[config.mk]
export PLATFORM = sky130hd
export DESIGN_NAME = fb_rect_fill_ctrl
export DESIGN_NICKNAME = d
export VERILOG_FILES = /design/src/rtl/fb_pkg.sv /design/src/rtl/fb_wr_mux.sv /design/src/rtl/fb_rect_fill_ctrl.sv
export SDC_FILE = /design/constraint.sdc
export NUM_CORES = 1
export LEC_CHECK = 0
export ABC_AREA = 1
export CELL_PAD_IN_SITES_DETAIL_PLACEMENT = 2
export CELL_PAD_IN_SITES_GLOBAL_PLACEMENT = 2
export CORE_ASPECT_RATIO = 1.5
export CORE_MARGIN = 1.5
export CORE_UTILIZATION = 32
export CTS_CLUSTER_DIAMETER = 200
export DETAILED_ROUTE_END_ITERATION = 6
export PLACE_DENSITY = 0.83
export SLEW_MARGIN = 20
export SYNTH_ARGS = -nofsm -noshare
export SYNTH_HDL_FRONTEND = slang
export SYNTH_SLANG_ARGS = --single-unit
[constraint.sdc]
create_clock -name clk_i -period 3.2 [get_ports clk_i]
set_input_delay 0.8 -clock clk_i [delete_from_list [all_inputs] [get_ports clk_i]]
set_output_delay 0.8 -clock clk_i [all_outputs]
set_load 0.005 [all_outputs]
[src/rtl/fb_pkg.sv]
// Shared definitions for the frame-buffer rectangle-fill controller.
// Holds the default raster geometry and field widths, the 2-bit color code,
// and the fill FSM state encoding.
package fb_pkg;

   localparam int HD_DEFAULT = 1280;  // horizontal active pixels
   localparam int VD_DEFAULT = 1024;  // vertical active lines
   localparam int XW_DEFAULT = 11;    // x address / width field width
   localparam int YW_DEFAULT = 11;    // y address / height field width
   localparam int CW_DEFAULT = 2;     // color code width

   typedef enum logic [CW_DEFAULT-1:0] {
      BLACK = 2'd0,
      WHITE = 2'd1,
      BLUE  = 2'd2,
      GREEN = 2'd3
   } color_e;

   typedef enum logic [1:0] {
      ST_IDLE = 2'd0,
      ST_CLIP = 2'd1,
      ST_FILL = 2'd2
   } fill_state_e;

endpackage

[src/rtl/fb_wr_mux.sv]
// Registered 2:1 priority mux in front of the frame-buffer write port.
// The host pixel path always wins; the fill path is told through fill_grant_o
// whether its pixel was taken this cycle, so it can hold its position on a
// stall. Outputs appear one cycle after the request. Address/color outputs
// keep their last written value on cycles without a write.
//
// Ports:
//   clk_i, arstn_i          clock, async active-low reset
//   host_we_i/addr/color    direct host pixel write request
//   fill_req_i/x/y/color    fill engine pixel write request
//   fill_grant_o            fill request accepted this cycle (combinational)
//   fb_we_o/addr/color      registered frame-buffer write port
module fb_wr_mux #(
   parameter int XW = fb_pkg::XW_DEFAULT,
   parameter int YW = fb_pkg::YW_DEFAULT,
   parameter int CW = fb_pkg::CW_DEFAULT
) (
   input  logic          clk_i,
   input  logic          arstn_i,
   input  logic          host_we_i,
   input  logic [XW-1:0] host_addr_x_i,
   input  logic [YW-1:0] host_addr_y_i,
   input  logic [CW-1:0] host_color_i,
   input  logic          fill_req_i,
   input  logic [XW-1:0] fill_x_i,
   input  logic [YW-1:0] fill_y_i,
   input  logic [CW-1:0] fill_color_i,
   output logic          fill_grant_o,
   output logic          fb_we_o,
   output logic [XW-1:0] fb_addr_x_o,
   output logic [YW-1:0] fb_addr_y_o,
   output logic [CW-1:0] fb_color_o
);

   assign fill_grant_o = fill_req_i & ~host_we_i;

   always_ff @(posedge clk_i or negedge arstn_i) begin
      if (!arstn_i) begin
         fb_we_o     <= 1'b0;
         fb_addr_x_o <= '0;
         fb_addr_y_o <= '0;
         fb_color_o  <= '0;
      end else begin
         fb_we_o <= host_we_i | fill_req_i;
         if (host_we_i) begin
            fb_addr_x_o <= host_addr_x_i;
            fb_addr_y_o <= host_addr_y_i;
            fb_color_o  <= host_color_i;
         end else if (fill_req_i) begin
            fb_addr_x_o <= fill_x_i;
            fb_addr_y_o <= fill_y_i;
            fb_color_o  <= fill_color_i;
         end
      end
   end

endmodule

[src/rtl/fb_rect_fill_ctrl.sv]
// Rectangle-fill controller for the 2bpp VGA frame buffer.
// Accepts a fill command (x0, y0, w, h, color) when cmd_ready_o is high,
// clips the rectangle to the active raster, then writes one pixel per cycle
// in raster order. A direct host pixel write shares the same frame-buffer
// port and always takes priority, stalling the fill for that cycle.
//
// Handshake: a command transfers on a rising edge where cmd_valid_i and
// cmd_ready_o are both high; cmd_ready_o is high only in IDLE, so commands
// are never queued behind a running fill.
//
// Ports:
//   clk_i, arstn_i        clock, async active-low reset
//   cmd_*                 fill command handshake and fields
//   abort_i               cancel the running fill (ignored in IDLE)
//   host_*                direct host pixel write (priority path)
//   fb_*                  registered frame-buffer write port
//   busy_o                controller not in IDLE
//   done_o                one-cycle pulse with the last pixel of a normal fill
//   dbg_state_o           current FSM state, for observation only
module fb_rect_fill_ctrl
   import fb_pkg::*;
#(
   parameter int HD = HD_DEFAULT,
   parameter int VD = VD_DEFAULT,
   parameter int XW = XW_DEFAULT,
   parameter int YW = YW_DEFAULT,
   parameter int CW = CW_DEFAULT
) (
   input  logic          clk_i,
   input  logic          arstn_i,
   input  logic          cmd_valid_i,
   output logic          cmd_ready_o,
   input  logic [XW-1:0] cmd_x0_i,
   input  logic [YW-1:0] cmd_y0_i,
   input  logic [XW-1:0] cmd_w_i,
   input  logic [YW-1:0] cmd_h_i,
   input  logic [CW-1:0] cmd_color_i,
   input  logic          abort_i,
   input  logic          host_we_i,
   input  logic [XW-1:0] host_addr_x_i,
   input  logic [YW-1:0] host_addr_y_i,
   input  logic [CW-1:0] host_color_i,
   output logic          fb_we_o,
   output logic [XW-1:0] fb_addr_x_o,
   output logic [YW-1:0] fb_addr_y_o,
   output logic [CW-1:0] fb_color_o,
   output logic          busy_o,
   output logic          done_o,
   output fill_state_e   dbg_state_o
);

   // Clip limits held one bit wider than the fields so x0+w never wraps.
   localparam logic [XW:0] HD_X = (XW+1)'(HD);
   localparam logic [YW:0] VD_Y = (YW+1)'(VD);

   fill_state_e   state_q, state_d;

   logic [XW-1:0] x0_q, w_q, x_q;
   logic [YW-1:0] y0_q, h_q, y_q;
   logic [CW-1:0] color_q;
   logic [XW:0]   x_last_q;
   logic [YW:0]   y_last_q;
   logic          done_q, done_d;

   logic [XW:0]   x_sum, x_end, x_last_d;
   logic [YW:0]   y_sum, y_end, y_last_d;
   logic          clip_empty;
   logic          fill_req, fill_grant;
   logic          at_row_end, at_last_px;

   // ---------------------------------------------------------------------
   // Clip arithmetic, evaluated during CLIP on the latched command.
   // ---------------------------------------------------------------------
   always_comb begin
      x_sum    = {1'b0, x0_q} + {1'b0, w_q};
      y_sum    = {1'b0, y0_q} + {1'b0, h_q};
      x_end    = (x_sum > HD_X) ? HD_X : x_sum;
      y_end    = (y_sum > VD_Y) ? VD_Y : y_sum;
      x_last_d = x_end - (XW+1)'(1);
      y_last_d = y_end - (YW+1)'(1);
      // An empty rectangle (or one starting off-screen) finishes with no
      // writes; x_last/y_last are meaningless in that case.
      clip_empty = (w_q == '0) || (h_q == '0) ||
                   ({1'b0, x0_q} >= HD_X) || ({1'b0, y0_q} >= VD_Y);
   end

   assign at_row_end = ({1'b0, x_q} == x_last_q);
   assign at_last_px = at_row_end && ({1'b0, y_q} == y_last_q);

   // Abort suppresses the request in the same cycle, so nothing from the
   // aborted fill reaches the frame buffer after the aborting edge.
   assign fill_req = (state_q == ST_FILL) && !abort_i;

   // ---------------------------------------------------------------------
   // FSM: state register
   // ---------------------------------------------------------------------
   always_ff @(posedge clk_i or negedge arstn_i) begin
      if (!arstn_i) begin
         state_q <= ST_IDLE;
         done_q  <= 1'b0;
      end else begin
         state_q <= state_d;
         done_q  <= done_d;
      end
   end

   // ---------------------------------------------------------------------
   // FSM: next state and done pulse
   // ---------------------------------------------------------------------
   always_comb begin
      state_d = state_q;
      done_d  = 1'b0;
      unique case (state_q)
         ST_IDLE: begin
            if (cmd_valid_i) state_d = ST_CLIP;
         end
         ST_CLIP: begin
            if (abort_i) begin
               state_d = ST_IDLE;
            end else if (clip_empty) begin
               state_d = ST_IDLE;
               done_d  = 1'b1;
            end else begin
               state_d = ST_FILL;
            end
         end
         ST_FILL: begin
            if (abort_i) begin
               state_d = ST_IDLE;
            end else if (fill_grant && at_last_px) begin
               // done is registered, so it lines up with the registered
               // write of the last pixel.
               state_d = ST_IDLE;
               done_d  = 1'b1;
            end
         end
         default: state_d = ST_IDLE;
      endcase
   end

   // ---------------------------------------------------------------------
   // Command latch and raster position counters
   // ---------------------------------------------------------------------
   always_ff @(posedge clk_i or negedge arstn_i) begin
      if (!arstn_i) begin
         x0_q     <= '0;
         y0_q     <= '0;
         w_q      <= '0;
         h_q      <= '0;
         color_q  <= '0;
         x_q      <= '0;
         y_q      <= '0;
         x_last_q <= '0;
         y_last_q <= '0;
      end else begin
         unique case (state_q)
            ST_IDLE: begin
               if (cmd_valid_i) begin
                  x0_q    <= cmd_x0_i;
                  y0_q    <= cmd_y0_i;
                  w_q     <= cmd_w_i;
                  h_q     <= cmd_h_i;
                  color_q <= cmd_color_i;
               end
            end
            ST_CLIP: begin
               x_q      <= x0_q;
               y_q      <= y0_q;
               x_last_q <= x_last_d;
               y_last_q <= y_last_d;
            end
            ST_FILL: begin
               // Position only moves when the mux took our pixel.
               if (fill_grant) begin
                  if (at_row_end) begin
                     x_q <= x0_q;
                     y_q <= y_q + YW'(1);
                  end else begin
                     x_q <= x_q + XW'(1);
                  end
               end
            end
            default: ;
         endcase
      end
   end

   // ---------------------------------------------------------------------
   // Shared write port
   // ---------------------------------------------------------------------
   fb_wr_mux #(
      .XW (XW),
      .YW (YW),
      .CW (CW)
   ) u_wr_mux (
      .clk_i         (clk_i),
      .arstn_i       (arstn_i),
      .host_we_i     (host_we_i),
      .host_addr_x_i (host_addr_x_i),
      .host_addr_y_i (host_addr_y_i),
      .host_color_i  (host_color_i),
      .fill_req_i    (fill_req),
      .fill_x_i      (x_q),
      .fill_y_i      (y_q),
      .fill_color_i  (color_q),
      .fill_grant_o  (fill_grant),
      .fb_we_o       (fb_we_o),
      .fb_addr_x_o   (fb_addr_x_o),
      .fb_addr_y_o   (fb_addr_y_o),
      .fb_color_o    (fb_color_o)
   );

   assign cmd_ready_o = (state_q == ST_IDLE);
   assign busy_o      = (state_q != ST_IDLE);
   assign done_o      = done_q;
   assign dbg_state_o = state_q;

endmodule

==> run summary <==
The share of cells above drive strength 1 is 0.112. The via density per instance was 5.21. Summing every instance area after synthesis gives 0.00751 sq mm. In this run the horizontal extent of the chip is 128 um. Startpoint of the lowest-slack register-to-register path: h_q[0]. Once detail routing completed, the nets flagged for antenna violations numbered 0. For the area of the die, the log shows 0.0244 sq mm. In this run the tool buffered the top-level ports with 104 buffer cells. After the first detailed-routing iteration, the DRC count stood at 397. The initial cell density of the core is 0.326. The tools report the cell at the root of the clock tree as clkbuf_16. Derived from the worst setup path, the maximum achievable clock frequency is 318 MHz.

The tools report the number of pins exceeding their max-slew limit in the final report as 0. Ranked by total cell area, the synthesized netlist is headed by dfrtp_1 (40%), nand2_1 (13%), inv_1 (6.2%). Yosys mapped a number of flops with a built-in enable equal to 0.

The critical path goes through ha_4, inv_1, fa_1, inv_1, nand2_1, nand2_2, nand3_1, nand2_1, inv_1, o41ai_1, nand4_1, nand3_1, nand2_1. By startpoint and endpoint, the worst setup path is classified as reg -> reg. In this run the standard cell core region covers 0.0231 sq mm. The final critical-path share of the clock period is 0.984. After global routing the overflow that remains totals 0. The type of element capturing the critical path was a flop. In the final design database the tool counted 1201 nets. CTS saw 120 sinks. STA classifies the critical path startpoint as a flop. Of all nets on the critical path, the largest fanout is 4. The logs give 0.833 for the routability congestion estimate from global placement and 0.05 ns for the slack of the worst reg-to-reg path. The count of unresolved DRC violations after routing was 0. The final antenna diode count is 0. The number of antenna violations at the first check in global routing came out at 0.

The run finished with clean final reports. TritonCTS built the clock tree. The main flop type after synthesis was dfrtp_1. The post-synth net total is 1083.

For the number of max-capacitance violations reported, the log shows 0. After detailed routing, the average wire length per cell comes to 20.7 um. The commonest cells after synthesis are nand2_1 (264), inv_1 (123), dfrtp_1 (120). Type of the most critical hold path: in -> async. dfrtp_1 takes more of the synthesized area than any other cell. The depth of the worst register-to-register path was 13; the final core utilization was 0.418. In this run, synthesis produced a sequential element count of 120. For the final routed database, the setup TNS stands at 0 ns. The clock arrives with 0.00992 ns of skew. The number of buffers added by the clock tree synthesis step came out at 17.

For the clock tree buffer depth, the log shows 2. The count of mapped cells out of synthesis is 977, and the fraction of registers with async set or reset after synthesis is 1.00. The post-detailed-routing wire length was 29400 um. The number of core rows came out at 68.

The top-level I/O count is 105. The final count of negative-setup-slack endpoints came out at 0. The final hold violation count was 0.

The slowest stage of the critical path belongs to the cell o41ai_1. Overall global routing resource usage: 0.250. The run gives 0.400 as the register area share after synthesis. In this run the mean area of a mapped cell was 7.68 sq um. The tools report the number of vias in the routed layout as 7412. For the via count of the first global-routing pass, the log shows 8362. The level count of the clock H-tree is 4, and the register clock-pin slew on the reported worst setup and hold paths is 0.06 ns. Relative to the synthesized area, the layout overhead comes to 28.3%. In this run the critical register-to-register path is captured at y_last_q[10].

The worst slew margin relative to its limit was 0.432. The wire-length estimate of the detail-placed layout is 22000 um. The share of the synthesized area in the top cell type was 0.400; the later-pin clock latency in the skew report was 0.44 ns. The most common cell in the synthesized netlist is nand2_1. At the pin with the least slew margin, the transition time is 0.841 ns. The global-route wire length before repair came out at 46100 um. Delay of the slowest critical-path stage: 0.76 ns. Data on the critical path is required at its endpoint by 3.50 ns. The count of yosys warnings during synthesis was 0; the height of the die was 191 um.

The run gives 0 as the cts-stage hold buffer count. Entering global routing, the biggest net connects 62 pins. Synthesis instantiated 48 different standard cells from the library.

The worst path in the final design needs a cycle of 3.15 ns, including I/O delays and setup. The first detailed-routing pass ran for 4 iterations. For the worst setup path, the data arrival time is 3.45 ns.
-- layout make-up --
| cell class | instances | area (sq um) |
|---|---|---|
| Multi-Input combinational cell | 701 | 3930 |
| Clock inverter | 11 | 121 |
| Sequential cell | 120 | 3000 |
| Clock buffer | 21 | 470 |
| Inverter | 129 | 484 |
| Timing Repair Buffer | 126 | 1230 |
| Fill cell | 2668 | 13400 |
| Tap cell | 315 | 394 |
-- worst max-delay path by stage --
stage                     cells after the start           end  slack [ns]  startpoint
after CTS                                    22   y_last_q[8]        0.04     y0_q[0]
after detailed placement                     20   x_last_q[8]        0.08     x0_q[0]
after global routing                         13  y_last_q[10]       -0.16      h_q[0]
after global placement                       20   x_last_q[8]        0.16     x0_q[0]
final                                        13  y_last_q[10]        0.05      h_q[0]
after floorplan                              24   y_last_q[8]        0.40     y0_q[0]
-- metrics by stage --
step	std cells	hold WS (ns)	setup WS, ns	cell area (sq um)
after CTS	1416	0.349	0.0354	9550
after detailed placement	1384	0.491	0.0791	8950
after global placement	1384	0.477	0.157	8950
final	1423	0.336	0.0504	9630
after global routing	1423	0.368	-0.158	9630
after floorplan	977	0.451	0.396	7510
-- critical path, delay by kind of cell (launching register included) --
| kind | cells | cell delay, ns |
|---|---|---|
| adder cells (fa/ha/maj) | 2 | 0.60 |
| flip-flops | 1 | 0.40 |
| AND/OR/NAND/NOR | 7 | 0.96 |
| buffers and inverters | 3 | 0.30 |
| AO/OA/AOI/OAI | 1 | 0.76 |
-- routing by layer --
metal / vias to the layer above / share of wire / track usage
met4: 0 / 0.054 / 0.144
met1: 3735 / 0.36 / 0.253
li1: 3463 / - / -
met5: - / 0 / 0
met3: 78 / 0.022 / 0.0348
met2: 136 / 0.56 / 0.482
-- kinds of logic after synthesis --
family / after synthesis / share of synthesized area
flip-flops: 120 / 0.400
multiplexers: 33 / 0.0495
AO/OA/AOI/OAI: 161 / 0.129
AND/OR/NAND/NOR: 452 / 0.259
adder cells (fa/ha/maj): 31 / 0.0537
XOR/XNOR: 24 / 0.0280
buffers and inverters: 156 / 0.0815
-- flip-flops by register name, indices dropped and copies added (netlist names) --
register and count:
u_wr_mux.fb_addr_x_o 11, x0_q 11, u_wr_mux.fb_addr_y_o 11, y_last_q 12
color_q 2, w_q 11, x_q 11, u_wr_mux.fb_color_o 2
dbg_state_o 2, h_q 11, y_q 11, x_last_q 12
u_wr_mux.fb_we_o 1, done_o 1, y0_q 11
-- timing repair --
| action | CTS | global route |
|---|---|---|
| gates resized for setup | 1 | 10 |
| endpoints found under the setup margin | 1 | 19 |
| setup buffers | 0 | 7 |
| hold endpoints to repair | 0 | 0 |
-- cell usage in the layout (no fill, tap or decap), drive strengths merged, types with 23 or more instances in the layout --
cell type / instances
nand2: 271
nand3: 65
nor2: 72
inv: 130
buf: 23
o211ai: 25
a21oi: 47
ha: 29
o21ai: 55
dfrtp: 120
mux2: 33
clkdlybuf4s50: 103
Power is not shown: default switching activity piles up to over one toggle a cycle in this logic, so the estimate is an artifact.
